===== src/rtl/mc_ctrl_pkg.sv =====
// Shared encodings for the multi-cycle controller: opcodes, functs, FSM states,
// instruction classes and datapath select values.
package mc_ctrl_pkg;

    localparam logic [5:0] OP_RTYPE  = 6'h00;
    localparam logic [5:0] OP_REGIMM = 6'h01;
    localparam logic [5:0] OP_J      = 6'h02;
    localparam logic [5:0] OP_JAL    = 6'h03;
    localparam logic [5:0] OP_BEQ    = 6'h04;
    localparam logic [5:0] OP_ADDI   = 6'h08;
    localparam logic [5:0] OP_ORI    = 6'h0D;
    localparam logic [5:0] OP_LUI    = 6'h0F;
    localparam logic [5:0] OP_LW     = 6'h23;
    localparam logic [5:0] OP_SW     = 6'h2B;

    localparam logic [5:0] FN_JR     = 6'h08;
    localparam logic [5:0] FN_ADDU   = 6'h21;
    localparam logic [5:0] FN_SUBU   = 6'h23;
    localparam logic [5:0] FN_SLT    = 6'h2A;

    typedef enum logic [2:0] {
        FETCH  = 3'd0,
        DECODE = 3'd1,
        EXEC   = 3'd2,
        MEM    = 3'd3,
        WB     = 3'd4
    } state_e;

    // Instruction classes select the path the FSM takes after EXEC.
    typedef enum logic [2:0] {
        CLS_ILLEGAL = 3'd0,
        CLS_ALU     = 3'd1,
        CLS_LOAD    = 3'd2,
        CLS_STORE   = 3'd3,
        CLS_JUMP    = 3'd4,
        CLS_LINK    = 3'd5,
        CLS_BLTZAL  = 3'd6
    } instr_class_e;

    typedef enum logic [1:0] {
        ALU_ADD = 2'd0,
        ALU_SUB = 2'd1,
        ALU_OR  = 2'd2,
        ALU_SLT = 2'd3
    } alu_ctl_e;

    typedef enum logic [2:0] {
        SRC_ALU  = 3'd0,
        SRC_MEM  = 3'd1,
        SRC_ZERO = 3'd2,
        SRC_ONE  = 3'd3,
        SRC_PC   = 3'd4
    } reg_src_e;

    typedef enum logic [1:0] {
        DST_RD       = 2'd0,
        DST_RT       = 2'd1,
        DST_OVERFLOW = 2'd2,
        DST_NPC      = 2'd3
    } reg_dst_e;

    localparam logic ALU_SRC_REG = 1'b0;
    localparam logic ALU_SRC_EXT = 1'b1;

endpackage


===== src/rtl/mc_decode.sv =====
// Combinational instruction decoder: maps opcode/funct and ALU flags onto an
// instruction class and the datapath select lines.
module mc_decode
    import mc_ctrl_pkg::*;
(
    input  logic [5:0] opcode,
    input  logic [5:0] funct,
    input  logic       zero,
    input  logic       positive,
    input  logic       overflow,
    output logic [2:0] class_code,
    output logic [1:0] alu_ctl,
    output logic       ext_op,
    output logic       alu_src,
    output logic       npc_sel,
    output logic       j_ctl,
    output logic       jr_ctl,
    output logic       bltzal,
    output logic [2:0] reg_src,
    output logic [1:0] reg_dst
);

    always_comb begin
        class_code = CLS_ILLEGAL;
        alu_ctl    = ALU_ADD;
        ext_op     = 1'b0;
        alu_src    = ALU_SRC_REG;
        npc_sel    = 1'b0;
        j_ctl      = 1'b0;
        jr_ctl     = 1'b0;
        bltzal     = 1'b0;
        reg_src    = SRC_ALU;
        reg_dst    = DST_RD;

        case (opcode)
            OP_RTYPE: begin
                case (funct)
                    FN_ADDU: class_code = CLS_ALU;
                    FN_SUBU: begin
                        class_code = CLS_ALU;
                        alu_ctl    = ALU_SUB;
                    end
                    FN_SLT: begin
                        class_code = CLS_ALU;
                        alu_ctl    = ALU_SLT;
                    end
                    FN_JR: begin
                        class_code = CLS_JUMP;
                        jr_ctl     = 1'b1;
                    end
                    default: class_code = CLS_ILLEGAL;
                endcase
            end
            // Branch taken when the operand is strictly negative.
            OP_REGIMM: begin
                class_code = CLS_BLTZAL;
                bltzal     = 1'b1;
                ext_op     = 1'b1;
                npc_sel    = ~positive & ~zero;
                reg_src    = SRC_PC;
                reg_dst    = DST_NPC;
            end
            OP_J: begin
                class_code = CLS_JUMP;
                j_ctl      = 1'b1;
            end
            OP_JAL: begin
                class_code = CLS_LINK;
                j_ctl      = 1'b1;
                reg_src    = SRC_PC;
                reg_dst    = DST_NPC;
            end
            OP_BEQ: begin
                class_code = CLS_JUMP;
                alu_ctl    = ALU_SUB;
                ext_op     = 1'b1;
                npc_sel    = zero;
            end
            // An overflowing addi records a one in the overflow register instead of rt.
            OP_ADDI: begin
                class_code = CLS_ALU;
                alu_src    = ALU_SRC_EXT;
                ext_op     = 1'b1;
                reg_src    = overflow ? SRC_ONE : SRC_ALU;
                reg_dst    = overflow ? DST_OVERFLOW : DST_RT;
            end
            OP_ORI, OP_LUI: begin
                class_code = CLS_ALU;
                alu_ctl    = ALU_OR;
                alu_src    = ALU_SRC_EXT;
                reg_dst    = DST_RT;
            end
            OP_LW: begin
                class_code = CLS_LOAD;
                alu_src    = ALU_SRC_EXT;
                ext_op     = 1'b1;
                reg_src    = SRC_MEM;
                reg_dst    = DST_RT;
            end
            OP_SW: begin
                class_code = CLS_STORE;
                alu_src    = ALU_SRC_EXT;
                ext_op     = 1'b1;
            end
            default: class_code = CLS_ILLEGAL;
        endcase
    end

endmodule


===== src/rtl/mc_ctrl.sv =====
// Multi-cycle MIPS-subset controller: FETCH/DECODE/EXEC/MEM/WB sequencing.
// Define CTRL_INSTR_CNT_EN to add the 32-bit retired-instruction counter instr_cnt.
module mc_ctrl
    import mc_ctrl_pkg::*;
(
    input  logic        clk,
    input  logic        rst,
    input  logic [5:0]  opcode,
    input  logic [5:0]  funct,
    input  logic        zero,
    input  logic        positive,
    input  logic        overflow,
    input  logic        mem_ready,
    output logic [1:0]  alu_ctl,
    output logic        ext_op,
    output logic        alu_src,
    output logic        npc_sel,
    output logic        j_ctl,
    output logic        jr_ctl,
    output logic        bltzal,
    output logic        mem_write,
    output logic        reg_write,
    output logic [2:0]  reg_src,
    output logic [1:0]  reg_dst,
    output logic        pc_write,
    output logic        ir_write,
    output logic        illegal
`ifdef CTRL_INSTR_CNT_EN
    ,
    output logic [31:0] instr_cnt
`endif
);

    state_e       state;
    instr_class_e cls;
    logic [2:0]   class_code;
    logic [1:0]   dec_alu_ctl;
    logic         dec_ext_op;
    logic         dec_alu_src;
    logic         dec_npc_sel;
    logic         dec_j_ctl;
    logic         dec_jr_ctl;
    logic         dec_bltzal;
    logic [2:0]   dec_reg_src;
    logic [1:0]   dec_reg_dst;
    logic         link_taken;

    mc_decode u_decode (
        .opcode     (opcode),
        .funct      (funct),
        .zero       (zero),
        .positive   (positive),
        .overflow   (overflow),
        .class_code (class_code),
        .alu_ctl    (dec_alu_ctl),
        .ext_op     (dec_ext_op),
        .alu_src    (dec_alu_src),
        .npc_sel    (dec_npc_sel),
        .j_ctl      (dec_j_ctl),
        .jr_ctl     (dec_jr_ctl),
        .bltzal     (dec_bltzal),
        .reg_src    (dec_reg_src),
        .reg_dst    (dec_reg_dst)
    );

    assign cls        = instr_class_e'(class_code);
    assign link_taken = (cls == CLS_LINK) || (cls == CLS_BLTZAL && !positive && !zero);

    always_ff @(posedge clk) begin
        if (!rst) begin
            state   <= FETCH;
            illegal <= 1'b0;
        end else begin
            case (state)
                FETCH:  state <= DECODE;
                DECODE: begin
                    state <= EXEC;
                    if (cls == CLS_ILLEGAL)
                        illegal <= 1'b1;
                end
                EXEC: begin
                    case (cls)
                        CLS_LOAD, CLS_STORE: state <= MEM;
                        CLS_ALU:             state <= WB;
                        default:             state <= FETCH;
                    endcase
                end
                MEM: begin
                    if (mem_ready)
                        state <= (cls == CLS_LOAD) ? WB : FETCH;
                end
                WB:      state <= FETCH;
                default: state <= FETCH;
            endcase
        end
    end

    // Everything is forced low while reset is held so an aborted instruction has no side effect.
    always_comb begin
        ir_write  = 1'b0;
        pc_write  = 1'b0;
        reg_write = 1'b0;
        mem_write = 1'b0;
        alu_ctl   = '0;
        ext_op    = 1'b0;
        alu_src   = 1'b0;
        npc_sel   = 1'b0;
        j_ctl     = 1'b0;
        jr_ctl    = 1'b0;
        bltzal    = 1'b0;
        reg_src   = '0;
        reg_dst   = '0;
        if (rst) begin
            alu_ctl = dec_alu_ctl;
            ext_op  = dec_ext_op;
            alu_src = dec_alu_src;
            npc_sel = dec_npc_sel;
            j_ctl   = dec_j_ctl;
            jr_ctl  = dec_jr_ctl;
            bltzal  = dec_bltzal;
            reg_src = dec_reg_src;
            reg_dst = dec_reg_dst;
            case (state)
                FETCH: ir_write = 1'b1;
                EXEC: begin
                    if (cls != CLS_ALU && cls != CLS_LOAD && cls != CLS_STORE)
                        pc_write = 1'b1;
                    reg_write = link_taken;
                end
                MEM: begin
                    if (cls == CLS_STORE) begin
                        mem_write = 1'b1;
                        pc_write  = mem_ready;
                    end
                end
                WB: begin
                    reg_write = 1'b1;
                    pc_write  = 1'b1;
                end
                default: ;
            endcase
        end
    end

`ifdef CTRL_INSTR_CNT_EN
    always_ff @(posedge clk) begin
        if (!rst)
            instr_cnt <= '0;
        else if (pc_write)
            instr_cnt <= instr_cnt + 32'd1;
    end
`endif

endmodule


===== config.mk =====
export PLATFORM = sky130hd
export DESIGN_NAME = mc_ctrl
export DESIGN_NICKNAME = d
export VERILOG_FILES = /design/src/rtl/mc_ctrl_pkg.sv /design/src/rtl/mc_decode.sv /design/src/rtl/mc_ctrl.sv
export SDC_FILE = /design/constraint.sdc
export NUM_CORES = 1
export LEC_CHECK = 0
export ABC_AREA = 1
export CAP_MARGIN = 20
export CORE_UTILIZATION = 40
export DETAILED_ROUTE_END_ITERATION = 10
export GPL_ROUTABILITY_DRIVEN = 0
export GPL_TIMING_DRIVEN = 0
export PLACE_DENSITY = 0.95
export SKIP_CTS_REPAIR_TIMING = 1
export SLEW_MARGIN = 25
export SYNTH_ARGS = -nofsm -noshare
export SYNTH_HDL_FRONTEND = slang
export SYNTH_SLANG_ARGS = --single-unit

===== constraint.sdc =====
create_clock -name clk -period 1.6 [get_ports clk]
set_input_delay 0.16 -clock clk [delete_from_list [all_inputs] [get_ports clk]]
set_output_delay 0.16 -clock clk [all_outputs]
set_load 0.005 [all_outputs]

==> reports/results.ini, run 1 <==
[clocking]
cts.path.max_buffers = 2
cts_tree = done
clk_latency_ns = 0.25
path_clk_slew_ns = 0.04
cts_max_level = 1
root_buffer = clkbuf_4
cts.sinks = 4
cts_made_buffers = 3

[setup_path]
critical_path.top_delay_family = simple AND/OR/NAND/NOR gates
worstSetupStartpointType = flip-flop
rr_endpoint = state[2]
slowest_delay_ns = 0.43
cp_max_fo = 3
cp-end-kind = output pin
worst_r2r_path_depth = 6
crit_chain = inv_1 -> nor4_1 -> nand2_1 -> a21oi_2 -> dlymetal6s2s_1
r2r_start = state[2]
crit_path_top_delay_cell = nor4_1
cp.required_ns = 1.44
critPathKind = flip-flop to output pin
path_buf_inv = 2
cp.arrival_ns = 1.60
rrSetupSlack_ns = 0.35

[placed_design]
hpwl_um = 1524
dp_slack_ns = -0.6704
placed_area_um2 = 979.7
portBuffers = 35

[timing]
finalSetupTns_ns = -0.2354
setup_viol = 2
relSlewSlack_pct = 72.36
slew_viol_final = 0
period_minus_slack_ns = 1.762
period_share_pct = 110.1
rsz0062_at_grt = true
clock.fmax_ghz = 0.5674
hold-worst-slack_ns = 0.3083
skew_ns = 0.007036
layout_setup_ws_ns = -0.1623
worst_pin_slew_ns = 0.4109
hold_viol = 0

[status]
violations = negative setup slack
status = finished, violations left

[run]
cap_viol_max_count = 0

[global_route]
grt_use_met3_pct = 9.783
grt_pass1_vias = 766
busiest_layer = met2
grt_pass1_wl_um = 3008
grt_use_met1_pct = 31.63
grt.total_usage_pct = 26.76
overflow = 0
gr-usage-met2_pct = 44.92
antenna_found_initial = 0
grt_max_degree = 11

[synthesis]
synth_area_um2 = 610.6
syn_nets = 133
netlist.area_leader.share_pct = 13.11
syn_area_per_cell_um2 = 5.309
yosysUniqueCellTypes = 23
synth_top_area_cell = dfxtp_1
syn_inst = 115
ys_warn_count = 0
ys_top_cells_by_area = dfxtp_1 (13%), nand2_1 (13%), inv_1 (11%)
ys_seq_area_share_pct = 13.11
ys_ff_latch = 4

[pwr]
leakage_nw = 0.8641
vdd_ir_drop_max_v = 0.0004374
power_density_mw_per_mm2 = 371.1

[hold_path]
whs_path_depth = 3
worstHoldPathType = input port to flip-flop
min_from = rst
hold_path_end = state[2]

[route]
drc = 0
drt_iter0_drc = 64
vias = 1101
first_pass_iters = 4
vias_per_cell = 6.117
wl_per_cell_um = 18.06
drtAntennaViolNets = 0
routed_wirelength_um = 3250

[floorplan]
start_util_pct = 44.69
ioPinCount = 36
core_area_mm2 = 0.001366
dieHeight_um = 41.07
rows = 13
fp.dieW_um = 41.07
die-area_mm2 = 0.001687

[cells_and_area]
num-nets-final = 185
design_area_mm2 = 0.001254
drive_gt1_share_pct = 35.76
area_growth_pct = 105.3
diodes = 0
fillers = 60

-- cells in the final DEF, fill, tap and decap left out, drive strengths merged --
master,n
nand2,24
inv,23
dlymetal6s2s,21
nor2,20
buf,15
nand3,14
a21oi,9
clkbuf,8
clkdlybuf4s50,7
a31oi,5
nor3,5
dfxtp,4
nand4,3
nor4,2
o21ai,1
clkinvlp,1
o21a,1
o31ai,1
nand2b,1
-- cells by family after synthesis --
logic type	count (synthesis)	synth area share, %
buf+inv	25	15.37
flops	4	13.12
simple gates	69	55.12
compound gates	17	16.39
-- flip-flops by register name (all words and copies together), names as in the netlist --
register  flops
state         3
illegal       1
-- worst max path at each step --
| stage | endpoint | from | depth (start not counted) |
|---|---|---|---|
| after floorplan | pc_write | state[2] | 5 |
| after global placement | pc_write | opcode[0] | 9 |
| after detailed placement | pc_write | opcode[0] | 9 |
| after CTS | pc_write | opcode[0] | 9 |
| after global routing | pc_write | state[1] | 5 |
| final | pc_write | state[1] | 5 |
-- cells in the mapped netlist (all sizes together) --
| master | n |
|---|---|
| nand2b | 1 |
| a31oi | 5 |
| o21ai | 1 |
| clkbuf | 1 |
| nor2 | 20 |
| nand2 | 24 |
| nand4 | 3 |
| o31ai | 1 |
| clkinv | 1 |
| dfxtp | 4 |
| inv | 23 |
| nor3 | 5 |
| nor4 | 2 |
| o21a | 1 |
| a21oi | 9 |
| nand3 | 14 |
-- through the flow --
step	power, mW	utilization, %	instances
5_1_grt	0.4899	91.76	180
2_1_floorplan	0.1879	-	115
6_report	0.4652	91.76	180
4_1_cts	0.4054	73.35	168
3_3_place_gp	0.2699	71.70	165
3_5_place_dp	0.2746	71.70	165
-- power by group --
group	total [mW]	switching, mW	internal, mW
sequential	0.121	0.0111	0.109
combinational	0.213	0.117	0.0956
clock	0.132	0.0476	0.0843
total	0.465	0.176	0.289
-- cell type report --
type                            count  area, µm²  share of cell area, %
Buffer                              1      5.005                 0.3992
Clock buffer                        3      22.52                  1.796
Sequential cell                     4      81.33                  6.487
Multi-Input combinational cell     86      551.8                  44.01
Inverter                           24      96.34                  7.685
Timing Repair Buffer               47      478.0                  38.12
Tap cell                           15      18.77                  1.497
-- worst reg2reg max path: cells and delay by family (launching register included) --
kind                   cells  cell delay, ns
AOI/OAI and AO/OA          1            0.13
and+or+nand+nor            3            0.42
buffers and inverters      2            0.22
DFF                        1            0.43
-- metal layers --
| metal | routed length (µm) | up-vias | share of wire [%] |
|---|---|---|---|
| met4 | 156 | 0 | 4.8 |
| met3 | 281 | 21 | 8.6 |
| met1 | 1184 | 517 | 36 |
| li1 | - | 479 | - |
| met2 | 1627 | 84 | 50 |
| met5 | 0 | - | 0 |
(Power assumes the default switching activity.)
==> run 2, diff against run 1 <==
--- a/config.mk
+++ b/config.mk
@@ -7,11 +7,14 @@
 export LEC_CHECK = 0
 export ABC_AREA = 1
 export CAP_MARGIN = 20
-export CORE_UTILIZATION = 40
+export CELL_PAD_IN_SITES_DETAIL_PLACEMENT = 0
+export CELL_PAD_IN_SITES_GLOBAL_PLACEMENT = 2
+export CORE_ASPECT_RATIO = 0.6
+export CORE_UTILIZATION = 17
 export DETAILED_ROUTE_END_ITERATION = 10
 export GPL_ROUTABILITY_DRIVEN = 0
 export GPL_TIMING_DRIVEN = 0
-export PLACE_DENSITY = 0.95
+export PLACE_DENSITY = 0.92
 export SKIP_CTS_REPAIR_TIMING = 1
 export SLEW_MARGIN = 25
 export SYNTH_ARGS = -nofsm -noshare
==> reports/results.ini, run 2 (synthesis gave the netlist of run 1 again) <==
[setup_path]
slowest_delay_ns = 0.26
cp.arrival_ns = 1.51
crit_chain = dlymetal6s2s_1 -> nor2_4 -> nand2_1 -> nand2_1 -> nor2_1 -> nand2_2 -> buf_4 -> inv_2 -> nor4_4 -> buf_2
r2r_start = state[2]
path_buf_inv = 4
rrSetupSlack_ns = 0.51
worstSetupStartpointType = input port
cp_max_fo = 7
crit_path_top_delay_cell = nor4_4
rr_endpoint = state[2]
critPathKind = input port to output pin
critical_path.top_delay_family = simple AND/OR/NAND/NOR gates
cp-end-kind = output pin
cp.required_ns = 1.44
worst_r2r_path_depth = 6
crit_top_cell = nand2_1

[timing]
rsz0062_at_grt = true
period_share_pct = 104.4
relSlewSlack_pct = 83.56
worst_pin_slew_ns = 0.2453
skew_ns = 0.002042
setup_viol = 1
period_minus_slack_ns = 1.671
layout_setup_ws_ns = -0.07071
clock.fmax_ghz = 0.5985
hold_viol = 0
slew_viol_final = 0

[clocking]
path_clk_slew_ns = 0.03
cts_made_buffers = 3
cts.sinks = 4
cts_max_level = 1
clk_latency_ns = 0.21
cts.path.max_buffers = 2
cts_tree = done
root_buffer = clkbuf_8

[floorplan]
dieHeight_um = 48.42
ioPinCount = 36
die-area_mm2 = 0.003843
rows = 16
core_area_mm2 = 0.003343
start_util_pct = 18.26
fp.dieW_um = 79.37

[placed_design]
dp.cells = 195
dp_slack_ns = -0.7767
placed_area_mm2 = 0.001017
portBuffers = 35
hpwl_um = 1760

[cells_and_area]
layout_commonest_cell = dlymetal6s2s_1
fin_cells = 217
largest_reg_flops = 3
area_growth_pct = 124.2
design_area_mm2 = 0.001369
top_register = state
reg_top3 = state (3), illegal (1)
multi_input_area_um2 = 568.0
regArea_um2 = 81.33
num-nets-final = 192
mostFrequentLayoutCells = dlymetal6s2s_1 (23), nand2_1 (21), buf_4 (20)
fillers = 351
drive_gt1_share_pct = 40.12
diodes = 0

[global_route]
grt_pass1_wl_um = 3401
grt_pass1_vias = 756
antenna_found_initial = 0
grt.total_usage_pct = 11.19
overflow = 0
grt_max_degree = 11

[status]
status = finished, violations left
violations = negative setup slack

[route]
first_pass_iters = 4
wl_per_cell_um = 11.37
drtAntennaViolNets = 0
vias_per_cell = 4.341
drc = 0
drt_iter0_drc = 51
routed_wirelength_um = 2468
vias = 942

[hold_path]
whs_path_depth = 3
min_from = rst
hold_path_end = state[2]
worstHoldPathType = input port to flip-flop

[pwr]
power_density_mw_per_mm2 = 386.7
combPwrFrac_pct = 38.3
leakage_nw = 0.9045
sw_frac_of_total_pct = 30.41
vdd_ir_drop_max_v = 0.0002305
intPower_mw = 0.3684
switchingPower_mw = 0.1610
power_mw = 0.5293
clkPwrFrac_pct = 39.2
seqPwrFrac_pct = 22.5

[run]
cap_viol_max_count = 0

run 2: changes by cell type in the layout (fill, tap and decap cells not counted), sizes merged:
cell           before  now
dlymetal6s2s       21   23
buf                15   21
clkdlybuf4s50       7    6
run 2: metrics by stage:
stage	hold WS, ns	TNS, ns	util (%)
2_1_floorplan	0.3013	0	-
3_3_place_gp	0.4492	-9.218	30.43
3_5_place_dp	0.4501	-9.339	30.43
4_1_cts	0.4550	-9.263	31.66
5_1_grt	0.2674	-0.3228	40.94
6_report	0.2531	-0.07071	40.94
run 2: power groups by stage:
stage          sequential (mW)  clock (mW)  combinational (mW)
6_report                 0.119       0.207               0.203
5_1_grt                  0.120       0.228               0.222
4_1_cts                  0.115       0.213               0.162
3_5_place_dp             0.117           0               0.161
3_3_place_gp             0.117           0               0.160
2_1_floorplan            0.116           0              0.0718
run 2: routing by layer:
layer	part of all wire [%]	GRT usage (%)	routed length [µm]
met4	0	1.818	0
met2	42	14.22	1033
met1	51	17.90	1255
met5	0	0	0
met3	7.3	3.396	179
run 2: how the worst max path moves through the flow:
stage,start,endpoint,depth (start not counted)
2_1_floorplan,state[2],pc_write,5
3_3_place_gp,opcode[0],pc_write,9
3_5_place_dp,opcode[0],pc_write,9
4_1_cts,opcode[0],pc_write,9
5_1_grt,opcode[4],mem_write,10
6_report,opcode[4],mem_write,10
run 2: layout make-up:
cell class	count	area share [%]
Sequential cell	4	5.942
Clock buffer	3	3.016
Tap cell	45	4.113
Buffer	1	0.5484
Timing Repair Buffer	54	38.03
Inverter	24	6.856
Multi-Input combinational cell	86	41.50
run 2: worst min-delay path, stage by stage:
cell and delay, ns:
clkbuf_2 0.12, nand3_1 0.09, a21oi_1 0.04
==> edit (config.mk and constraints of run 1) <==
Encoding of `state_e`: now one-hot (5 bits for 5 states).
--- a/src/rtl/mc_ctrl_pkg.sv
+++ b/src/rtl/mc_ctrl_pkg.sv
@@ -19,10 +19,10 @@
     localparam logic [5:0] FN_SLT    = 6'h2A;
 
-    typedef enum logic [2:0] {
-        FETCH  = 3'd0,
-        DECODE = 3'd1,
-        EXEC   = 3'd2,
-        MEM    = 3'd3,
-        WB     = 3'd4
+    typedef enum logic [4:0] {
+        FETCH  = 5'b00001,
+        DECODE = 5'b00010,
+        EXEC   = 5'b00100,
+        MEM    = 5'b01000,
+        WB     = 5'b10000
     } state_e;
 
Function: no difference found for any inputs over 10 cycles, from zero or initial values and one cycle with rst low; not proved beyond that.
==> edit against run 1 <==
The flow finishes with violations (design-rule violations, negative setup slack); count of clock-buffer cells in the layout did not move; die area rose by 12%; cell area rose by 7.9%; register-to-register slack got worse by 60 ps; total power rose by 16%; routed wire length did not move; clock skew fell by 4.5 ps; critical path depth rose by 2; worst hold slack got worse by 110 ps; sequential cell count rose by 2; setup slack improved by 65 ps; first-iteration DRC count fell by 19%; synthesized area rose by 13%; critical path type unchanged; critical endpoint unchanged.
==> edit: results (changes against run 1) <==
stage;metric;value;unit;change
status;outcome;complete, but fails checks;;unchanged
status;violations;design-rule violations, negative setup slack;;was negative setup slack
synth;syn_nets;145;;was 133
final_layout;nNonClkInverters;26;;was 24
global_route;grt_pass1_vias;883;;was 766
timing;fin_ws;-97.72;ps;was -162.3 ps
place;placed_area;1061;um^2;was 979.7 um^2
setup_path;reg2reg_to;state[0]$_SDFFE_PN1P_;;was state[2]$_SDFFE_PN0P_
floorplanning;core_area;1559;um^2;was 1366 um^2
global_route;grt_usage;24.98;%;was 26.76%
timing;setup_viol;4;;was 2
synth;synth_seq_area_share;17.39;%;was 13.11%
drt;drc;2;;was 0
pwr;worst_ir_drop_vdd;0.0004155;V;was 0.0004374 V
setup_path;cp_slowest_stage_delay;350;ps;was 430 ps
final_layout;nNetsFinal;201;;was 185
final_layout;buf_share;37.00;%;was 38.52%
setup_path;cp_slowest_cell;dfxtp_4;;was nor4_1
synth;postSynthCellCount;127;;was 115
timing;fin_skew;2.491;ps;was 7.036 ps
timing;worst_hold_slack;196.8;ps;was 308.3 ps
drt;dr.pass1.iters;7;;was 4
final_layout;drive_gt1_share;33.70;%;was 35.76%
final_layout;fillers;95;;was 60
final_layout;layout.non_clock_buffers;52;;was 48
setup_path;worstRegToRegCells;9;;was 6
## edit: cell count changes in the layout (fill, tap and decap cells not counted), moves of 2 or more
cell | before | now
nor2_1 | 9 | 17
buf_4 | 10 | 16
a31oi_1 | 5 | 0
inv_1 | 16 | 21
buf_6 | 4 | 0
nor3_1 | 4 | 1
a21oi_2 | 1 | 3
a41oi_1 | 0 | 2
dfxtp_1 | 3 | 5
inv_2 | 6 | 4
nand3_1 | 9 | 7
nand3b_1 | 0 | 2
## edit: power groups by stage
stage	registers, mW	clock network (mW)	logic (mW)
after floorplan	0.171	0	0.0817
after detailed placement	0.173	0	0.169
after CTS	0.170	0.143	0.169
after global routing	0.178	0.160	0.235
final	0.177	0.145	0.219
after global placement	0.173	0	0.162
## edit: kinds of logic (layout without fill, tap and decap cells)
logic type	after synthesis	in the layout	share of synthesized area (%)
DFF	6	6	17.39
and+or+nand+nor	76	76	53.08
buffers and inverters	27	81	14.67
AOI/OAI and AO/OA	18	18	14.86
